`src/rtl/multicycle_mainfsm.sv`:
```
// Main control FSM of the multicycle RV32I core: steps each instruction through
// fetch/decode/execute/memory/writeback and decodes datapath controls from the state.
module multicycle_mainfsm #(
  parameter int MEM_HANDSHAKE = 0,
  parameter int EN_JALR       = 1,
  parameter int EN_UPPER      = 1
) (
  input  logic       clk,
  input  logic       reset_n,
  input  logic [6:0] op,
  input  logic       mem_ready,
  output logic       PCUpdate,
  output logic       Branch,
  output logic       RegWrite,
  output logic       MemWrite,
  output logic       IRWrite,
  output logic       AdrSrc,
  output logic [1:0] ResultSrc,
  output logic [1:0] ALUSrcA,
  output logic [1:0] ALUSrcB,
  output logic [1:0] ALUOp,
  output logic [2:0] ImmSrc,
  output logic       retire,
  output logic       illegal,
  output logic [3:0] state_dbg
);

  typedef enum logic [3:0] {
    S_FETCH    = 4'd0,
    S_DECODE   = 4'd1,
    S_MEMADR   = 4'd2,
    S_MEMREAD  = 4'd3,
    S_MEMWB    = 4'd4,
    S_MEMWRITE = 4'd5,
    S_EXECR    = 4'd6,
    S_EXECI    = 4'd7,
    S_ALUWB    = 4'd8,
    S_BEQ      = 4'd9,
    S_JAL      = 4'd10,
    S_JALR_ADR = 4'd11,
    S_JALR_PC  = 4'd12,
    S_UPPER    = 4'd13,
    S_TRAP     = 4'd15
  } state_t;

  localparam logic [6:0] OP_LW    = 7'b0000011;
  localparam logic [6:0] OP_SW    = 7'b0100011;
  localparam logic [6:0] OP_R     = 7'b0110011;
  localparam logic [6:0] OP_IALU  = 7'b0010011;
  localparam logic [6:0] OP_BR    = 7'b1100011;
  localparam logic [6:0] OP_JAL   = 7'b1101111;
  localparam logic [6:0] OP_JALR  = 7'b1100111;
  localparam logic [6:0] OP_LUI   = 7'b0110111;
  localparam logic [6:0] OP_AUIPC = 7'b0010111;

  state_t r_state;
  state_t w_next;
  logic   w_rdy;

  // Raw strobes before reset gating
  logic w_pcu;
  logic w_br;
  logic w_rw;
  logic w_mw;
  logic w_irw;
  logic w_ret;
  logic w_ill;

  assign w_rdy = (MEM_HANDSHAKE != 0) ? mem_ready : 1'b1;

  always_ff @(posedge clk) begin
    if (!reset_n) begin
      r_state <= S_FETCH;
    end else begin
      r_state <= w_next;
    end
  end

  always_comb begin
    w_next = r_state;
    case (r_state)
      S_FETCH:    if (w_rdy) w_next = S_DECODE;
      S_DECODE: begin
        case (op)
          OP_LW, OP_SW:     w_next = S_MEMADR;
          OP_R:             w_next = S_EXECR;
          OP_IALU:          w_next = S_EXECI;
          OP_BR:            w_next = S_BEQ;
          OP_JAL:           w_next = S_JAL;
          OP_JALR:          w_next = (EN_JALR != 0) ? S_JALR_ADR : S_TRAP;
          OP_LUI, OP_AUIPC: w_next = (EN_UPPER != 0) ? S_UPPER : S_TRAP;
          default:          w_next = S_TRAP;
        endcase
      end
      S_MEMADR:   w_next = (op == OP_LW) ? S_MEMREAD : S_MEMWRITE;
      S_MEMREAD:  if (w_rdy) w_next = S_MEMWB;
      S_MEMWB:    w_next = S_FETCH;
      S_MEMWRITE: if (w_rdy) w_next = S_FETCH;
      S_EXECR:    w_next = S_ALUWB;
      S_EXECI:    w_next = S_ALUWB;
      S_ALUWB:    w_next = S_FETCH;
      S_BEQ:      w_next = S_FETCH;
      S_JAL:      w_next = S_ALUWB;
      S_JALR_ADR: w_next = S_JALR_PC;
      S_JALR_PC:  w_next = S_ALUWB;
      S_UPPER:    w_next = S_ALUWB;
      S_TRAP:     w_next = S_TRAP;
      default:    w_next = S_FETCH;
    endcase
  end

  always_comb begin
    w_pcu     = 1'b0;
    w_br      = 1'b0;
    w_rw      = 1'b0;
    w_mw      = 1'b0;
    w_irw     = 1'b0;
    w_ret     = 1'b0;
    w_ill     = 1'b0;
    AdrSrc    = 1'b0;
    ResultSrc = 2'b00;
    ALUSrcA   = 2'b00;
    ALUSrcB   = 2'b00;
    ALUOp     = 2'b00;
    case (r_state)
      S_FETCH: begin
        ALUSrcB   = 2'b10;
        ResultSrc = 2'b10;
        w_irw     = w_rdy;
        w_pcu     = w_rdy;
      end
      S_DECODE: begin
        ALUSrcA = 2'b01;
        ALUSrcB = 2'b01;
      end
      S_MEMADR: begin
        ALUSrcA = 2'b10;
        ALUSrcB = 2'b01;
      end
      S_MEMREAD: begin
        AdrSrc = 1'b1;
      end
      S_MEMWB: begin
        ResultSrc = 2'b01;
        w_rw      = 1'b1;
        w_ret     = 1'b1;
      end
      S_MEMWRITE: begin
        AdrSrc = 1'b1;
        w_mw   = 1'b1;
        w_ret  = w_rdy;
      end
      S_EXECR: begin
        ALUSrcA = 2'b10;
        ALUOp   = 2'b10;
      end
      S_EXECI: begin
        ALUSrcA = 2'b10;
        ALUSrcB = 2'b01;
        ALUOp   = 2'b10;
      end
      S_ALUWB: begin
        w_rw  = 1'b1;
        w_ret = 1'b1;
      end
      S_BEQ: begin
        ALUSrcA = 2'b10;
        ALUOp   = 2'b01;
        w_br    = 1'b1;
        w_ret   = 1'b1;
      end
      S_JAL, S_JALR_PC: begin
        // Return address PC+4 is computed from OldPC while PC takes the target
        ALUSrcA = 2'b01;
        ALUSrcB = 2'b10;
        w_pcu   = 1'b1;
      end
      S_JALR_ADR: begin
        ALUSrcA = 2'b10;
        ALUSrcB = 2'b01;
      end
      S_UPPER: begin
        ALUSrcA = (op == OP_LUI) ? 2'b11 : 2'b01;
        ALUSrcB = 2'b01;
      end
      S_TRAP: begin
        w_ill = 1'b1;
      end
      default: ;
    endcase
  end

  always_comb begin
    case (op)
      OP_SW:            ImmSrc = 3'b001;
      OP_BR:            ImmSrc = 3'b010;
      OP_JAL:           ImmSrc = 3'b011;
      OP_LUI, OP_AUIPC: ImmSrc = 3'b100;
      default:          ImmSrc = 3'b000;
    endcase
  end

  // Strobes are held off for the whole reset cycle so an abandoned instruction writes nothing
  assign PCUpdate  = reset_n & w_pcu;
  assign Branch    = reset_n & w_br;
  assign RegWrite  = reset_n & w_rw;
  assign MemWrite  = reset_n & w_mw;
  assign IRWrite   = reset_n & w_irw;
  assign retire    = reset_n & w_ret;
  assign illegal   = reset_n & w_ill;
  assign state_dbg = r_state;

endmodule

```
`config.mk`:
```
export PLATFORM = sky130hd
export DESIGN_NAME = multicycle_mainfsm
export DESIGN_NICKNAME = d
export VERILOG_FILES = /design/src/rtl/multicycle_mainfsm.sv
export SDC_FILE = /design/constraint.sdc
export NUM_CORES = 1
export LEC_CHECK = 0
export BUFFER_PORTS_ARGS = -buffer_cell sky130_fd_sc_hd__buf_2
export CORE_MARGIN = 4
export CORE_UTILIZATION = 40
export CTS_CLUSTER_SIZE = 20
export DETAILED_ROUTE_END_ITERATION = 8
export MAX_ROUTING_LAYER = met4
export PLACE_DENSITY = 0.74
export SLEW_MARGIN = 20
export SYNTH_ARGS = -nofsm -noshare
export SYNTH_HDL_FRONTEND = slang
export SYNTH_SLANG_ARGS = --single-unit
```
`constraint.sdc`:
```
create_clock -name clk -period 3.4 [get_ports clk]
set_clock_uncertainty 0.05 [all_clocks]
set_input_delay 0.34 -clock clk [delete_from_list [all_inputs] [get_ports clk]]
set_output_delay 0.34 -clock clk [all_outputs]
set_load 0.005 [all_outputs]
```
==> results of run 1 <==
-- critical path: stages (launching register included) --
cell and delay [ns]:
dfxtp_1 0.68, inv_1 0.21, nand2_1 0.18, a21oi_1 0.09, and2_1 0.16, buf_2 0.12
-- report_power, final --
group	switching [W]	leakage, nW	internal [W]
logic	0.000190	0.313	0.000191
clock network	0.0000204	0.0138	0.0000395
registers	0.0000957	0.0330	0.0000687
-- per-stage QoR --
stage               util, %  instance area (um2)  std cells  hold slack [ns]  worst slack (ns)
CTS                    55.3                  728        131            0.307              1.35
global route           55.3                  728        131            0.335              1.18
detailed placement     53.6                  706        128            0.559              1.61
finish                 55.3                  728        131            0.311              1.33
floorplan                 -                  572         89            0.404              1.80
global placement       53.6                  706        128            0.558              1.62
-- cell type report --
class	count	share of cell area, %
clock buffer	3	3.09
inverter	4	2.06
multi-input combinational	74	60.0
sequential	4	11.0
tap	15	2.58
timing repair buffer	31	21.3
-- logic make-up after synthesis --
kind of cell    count (synthesis)
compound gates                 20
xor+xnor                        4
buf+inv                        11
flops                           4
simple gates                   50
-- layer usage --
layer | share of wire, % | global-route usage [%]
met1 | 40 | 20.1
met2 | 49 | 29.8
met3 | 11 | 3.56
met4 | 0.37 | 5.11
met5 | 0 | -
-- layout by cell type, fill, tap and decap left out, drive strengths merged, types with 2 or more instances in the layout --
cell	n
nor3	6
nor2	13
dfxtp	4
xor2	2
o21ai	3
nand2b	5
and2	2
a21oi	4
and3b	3
xnor2	2
a31oi	3
inv	4
clkbuf	3
nand2	10
nand3	4
o211ai	3
buf	31
o311ai	2
-- worst paths after layout --
| path | startpoint | to | slack [ns] | cells after the start |
|---|---|---|---|---|
| setup / recovery | state_dbg[3] | RegWrite | 1.33 | 5 |
| hold / removal | reset_n | state_dbg[3] | 0.31 | 3 |
| setup reg to reg | state_dbg[3] | state_dbg[0] | 1.66 | 3 |
| hold reg to reg | state_dbg[0] | state_dbg[2] | 0.69 | 2 |
==> results.yml, run 1 <==
pwr:
  power_w: 0.000606
  vdd_ir_drop_max_mv: 0.269
  p_leak_nw: 0.360
  pwr_density_cell_nw_per_um2: 832
synthesis:
  synth_most_common_cell: "nor2_1"
  synth-seq-area-share_pct: 14.0
  synthAdderAreaFrac_pct: 0
  synth_seq_cells: 4
  async_flop_share_pct: 0
  synth_top_cell_by_area: "dfxtp_1"
  synthMuxAreaShare_pct: 0
  yosysTopAreaCellShare_pct: 14.0
  postSynthNetCount: 99
  ys.warnings.count: 0
  ys_types: 33
  synth_top_family_by_area: "simple AND/OR/NAND/NOR gates"
  syn_area_per_cell_um2: 6.42
  share_of_the_synthesized_area_in_compound_gates_ao_oa_aoi_oai_pct: 23.2
  post_synth_inst_count: 89
  synth_simple_gate_area_share_pct: 47.0
  edff_count_synth: 0
  dominantRegCellSynth: "dfxtp_1"
  synth.top_cells.by_area: "dfxtp_1, nor2_1, nand2_1"
  post_synth_most_frequent_cells: "nor2_1, nand2_1, nand2b_1, nor3_1"
  synth.cell_area_um2: 572
  synth-xor-area-share_pct: 6.13
detailed_routing:
  detail_route.wl_per_cell_um: 12.4
  detailroute.via_count: 760
  drt_first_iter_violations: 20
  dr.pass1.iters: 4
  route.detailed.drc: 0
  totalWireLength_um: 1620
  drt.antenna.violating_nets: 0
  avgViaCountPerCell: 5.80
placed_design:
  buffer_ports.inserted: 31
  post-dp-hpwl_um: 1270
  gp_routability_congestion: 0.800
clocking:
  clk_transition_reported_paths_ns: 0.04
  post_cts_hold_buffer_count: 0
  clock_sink_count: 4
  cts_post_setup_buffers_inserted: 0
  cts-root-buf: "clkbuf_4"
  numCtsBuffers: 3
  ctsHtreeMaxLevel: 1
  clock_path_buffers: 2
  cts_repair_resize_count: 0
  clock_insertion_delay_worst_skew_ns: 0.24
  tritoncts: "yes"
floorplan:
  dieHeight_um: 45.8
  core_area_um2: 1320
  floorplan.rows: 13
  initial_util_pct: 43.4
  die_width_um: 45.8
  num_io_pins: 33
  design.die.area_um2: 2100
global_routing:
  first_global_vias: 658
  grt_start_max_net_pins: 23
  overflow: 0
  antenna_found_initial: 0
  combined_global_route_utilization_of_all_metal_layers_pct: 17.4
  grt_first_pass_wirelength_um: 2650
worst_setup_path:
  worstSetupStartpointType: "flip-flop"
  path_max_fanout: 15
  path_class: "reg2out"
  cp.arrival_ns: 1.68
  timing.critical_path.to_type: "output pin"
  critPathRequiredTime_ns: 3.01
sta:
  post-route-period-util_pct: 61.0
  final-max-slew-violation-count: 0
  slew_of_the_pin_with_the_lowest_slew_margin_ns: 0.638
  rsz0062_at_grt: "false"
  layout_min_cycle_time_ns: 2.07
  finalSetupViolations: 0
  timing.max_slew.rel_slack_pct: 57.4
  fmax_mhz: 482
  totalNegativeSetupSlack_ns: 0
  finalHoldViolations: 0
layout:
  filler_cell_count: 143
  antenna-diode-count: 0
  multi_input_comb_area_um2: 437
  area_growth_pct: 27.4
  seq_area_um2: 80.1
  largest_reg_flops: 4
  finish.net_count: 128
  proportion_of_layout_cells_with_a_drive_suffix_above_1_pct: 30.2
min_path:
  min_path_type: "in2reg"
job:
  max-cap-violations: 0
status:
  run_status: "finished clean"
Power figures use the tool's default switching activity.
==> run 2, diff against run 1 <==
--- a/config.mk
+++ b/config.mk
@@ -7,7 +7,7 @@
 export LEC_CHECK = 0
 export BUFFER_PORTS_ARGS = -buffer_cell sky130_fd_sc_hd__buf_2
 export CORE_MARGIN = 4
-export CORE_UTILIZATION = 40
+export CORE_UTILIZATION = 38
 export CTS_CLUSTER_SIZE = 20
 export DETAILED_ROUTE_END_ITERATION = 8
 export MAX_ROUTING_LAYER = met4
==> constraint.sdc (replaced) <==
create_clock -name clk -period 1.9 [get_ports clk]
set_clock_uncertainty 0.05 [all_clocks]
set_input_delay 0.19 -clock clk [delete_from_list [all_inputs] [get_ports clk]]
set_output_delay 0.19 -clock clk [all_outputs]
set_load 0.005 [all_outputs]
==> run 2 against run 1 <==
Against the previous run: register-to-register slack got worse by 1.2 ns; hold slack lost 0.15 ns; critical path type unchanged; global-route usage fell by 0.99 points; power grew 90%; final area grew 4.8%; clock power rose by 74%; combinational power is 100% higher; first-iteration DRC count fell by 70%; worst setup slack worse by 1.1 ns; cell count increased by 3.1%; largest cell class unchanged.
==> results.yml, run 2 (synthesized netlist as in run 1, its figures left out) <==
layout:
  area_growth_pct: 33.5
  largest_reg_flops: 4
  antenna-diode-count: 0
  layout_common_cells: "buf_2, nor2_1, nand2_1, nor3_1, nand2b_1"
  most_common_library_cell_in_the_layout_ignoring_fill_and_taps: "buf_2"
  seq_area_um2: 85.1
  multi_input_comb_area_um2: 437
  proportion_of_layout_cells_with_a_drive_suffix_above_1_pct: 35.8
  finish.net_count: 132
  filler_cell_count: 152
  finalNonFillerCells: 135
floorplan:
  die_width_um: 46.8
  floorplan.rows: 13
  design.die.area_um2: 2190
  dieHeight_um: 46.8
  core_area_um2: 1370
  num_io_pins: 33
  initial_util_pct: 41.8
global_routing:
  overflow: 0
  grt_start_max_net_pins: 18
  combined_global_route_utilization_of_all_metal_layers_pct: 16.4
  antenna_found_initial: 0
  grt_first_pass_wirelength_um: 2590
  first_global_vias: 619
pwr:
  power_w: 0.00115
  clkPwrFrac_pct: 9.1
  vdd_ir_drop_max_mv: 0.580
  pwr_density_cell_nw_per_um2: 1510
  p_leak_nw: 0.383
  combinationalPowerShare_pct: 66.8
  netSwitchingPower_w: 0.000561
  power_report.internal_total_w: 0.000590
  switching_share_pct: 48.8
  p_seq_share_pct: 24.2
sta:
  slew_of_the_pin_with_the_lowest_slew_margin_ns: 0.568
  timing.max_slew.rel_slack_pct: 61.6
  finalSetupViolations: 0
  rsz0062_at_grt: "false"
  layout_min_cycle_time_ns: 1.70
  finalHoldViolations: 0
  post-route-period-util_pct: 89.2
  fin_worst_hold_slack_ns: 0.161
  fmax_mhz: 590
  totalNegativeSetupSlack_ns: 0
  final-max-slew-violation-count: 0
detailed_routing:
  totalWireLength_um: 1650
  detail_route.wl_per_cell_um: 12.2
  drt.antenna.violating_nets: 0
  avgViaCountPerCell: 5.54
  detailroute.via_count: 748
  drt_first_iter_violations: 6
  route.detailed.drc: 0
  dr.pass1.iters: 4
clocking:
  cts-root-buf: "clkbuf_4"
  clock_insertion_delay_worst_skew_ns: 0.23
  clk_transition_reported_paths_ns: 0.04
  numCtsBuffers: 3
  tritoncts: "yes"
  ctsHtreeMaxLevel: 1
  post_cts_hold_buffer_count: 0
  clock_path_buffers: 2
  clock_sink_count: 4
worst_setup_path:
  timing.critical_path.to_type: "output pin"
  critPathRequiredTime_ns: 1.66
  worstSetupStartpointType: "flip-flop"
  cp.arrival_ns: 1.46
  path_class: "reg2out"
  path_max_fanout: 11
job:
  max-cap-violations: 0
min_path:
  min_path_type: "in2reg"
placed_design:
  gp_routability_congestion: 0.776
  buffer_ports.inserted: 31
  place_inst: 132
  post-dp-hpwl_um: 1300
status:
  run_status: "finished clean"
[run 2: path summary, 6_finish.rpt]
| path | from | endpoint | slack, ns | depth (start not counted) |
|---|---|---|---|---|
| worst max-delay path | state_dbg[3] | ALUSrcB[0] | 0.20 | 6 |
| worst min-delay path | reset_n | state_dbg[3] | 0.16 | 3 |
| worst max register to register | state_dbg[2] | state_dbg[1] | 0.44 | 4 |
| worst min register to register | state_dbg[0] | state_dbg[2] | 0.58 | 2 |
[run 2: per-layer routing]
| layer | routed length (um) | vias to the layer above | GRT usage [%] |
|---|---|---|---|
| met5 | 0 | - | - |
| met4 | 11 | 0 | 2.76 |
| met3 | 152 | 2 | 4.60 |
| met2 | 770 | 37 | 26.8 |
| met1 | 718 | 328 | 20.2 |
| li1 | - | 381 | - |
[run 2: area by class of cell]
class                   count  share of cell area [%]
well taps                  15                    2.46
multi-input cells          74                    57.2
repair buffers             35                    24.3
inverters                   4                    1.97
flip-flops and latches      4                    11.1
clock buffers               3                    2.95
[run 2: critical path: stages (launching register included)]
cell and delay [ns]:
dfxtp_2 0.45, buf_4 0.17, xor2_1 0.20, xnor2_1 0.15
nand2_1 0.07, nand2_1 0.07, buf_2 0.10
[run 2: power groups by stage]
stage	clock network [W]	logic, W	registers (W)
detailed placement	0	0.000773	0.000265
global route	0.000114	0.000867	0.000288
global placement	0	0.000758	0.000263
finish	0.000104	0.000769	0.000278
CTS	0.000109	0.000775	0.000264
floorplan	0	0.000582	0.000168
[run 2: stage by stage]
| stage | worst slack, ns | utilization, % | instance area [um2] |
|---|---|---|---|
| after floorplan | 0.497 | - | 572 |
| after global placement | 0.318 | 53.8 | 736 |
| after detailed placement | 0.299 | 53.8 | 736 |
| after CTS | 0.0455 | 55.5 | 758 |
| after global routing | 0.134 | 55.9 | 763 |
| final | 0.204 | 55.9 | 763 |
[run 2: what timing repair did]
action	in CTS	in global routing
endpoints found under the setup margin	0	8
gates resized for setup	0	4
setup buffers	0	0
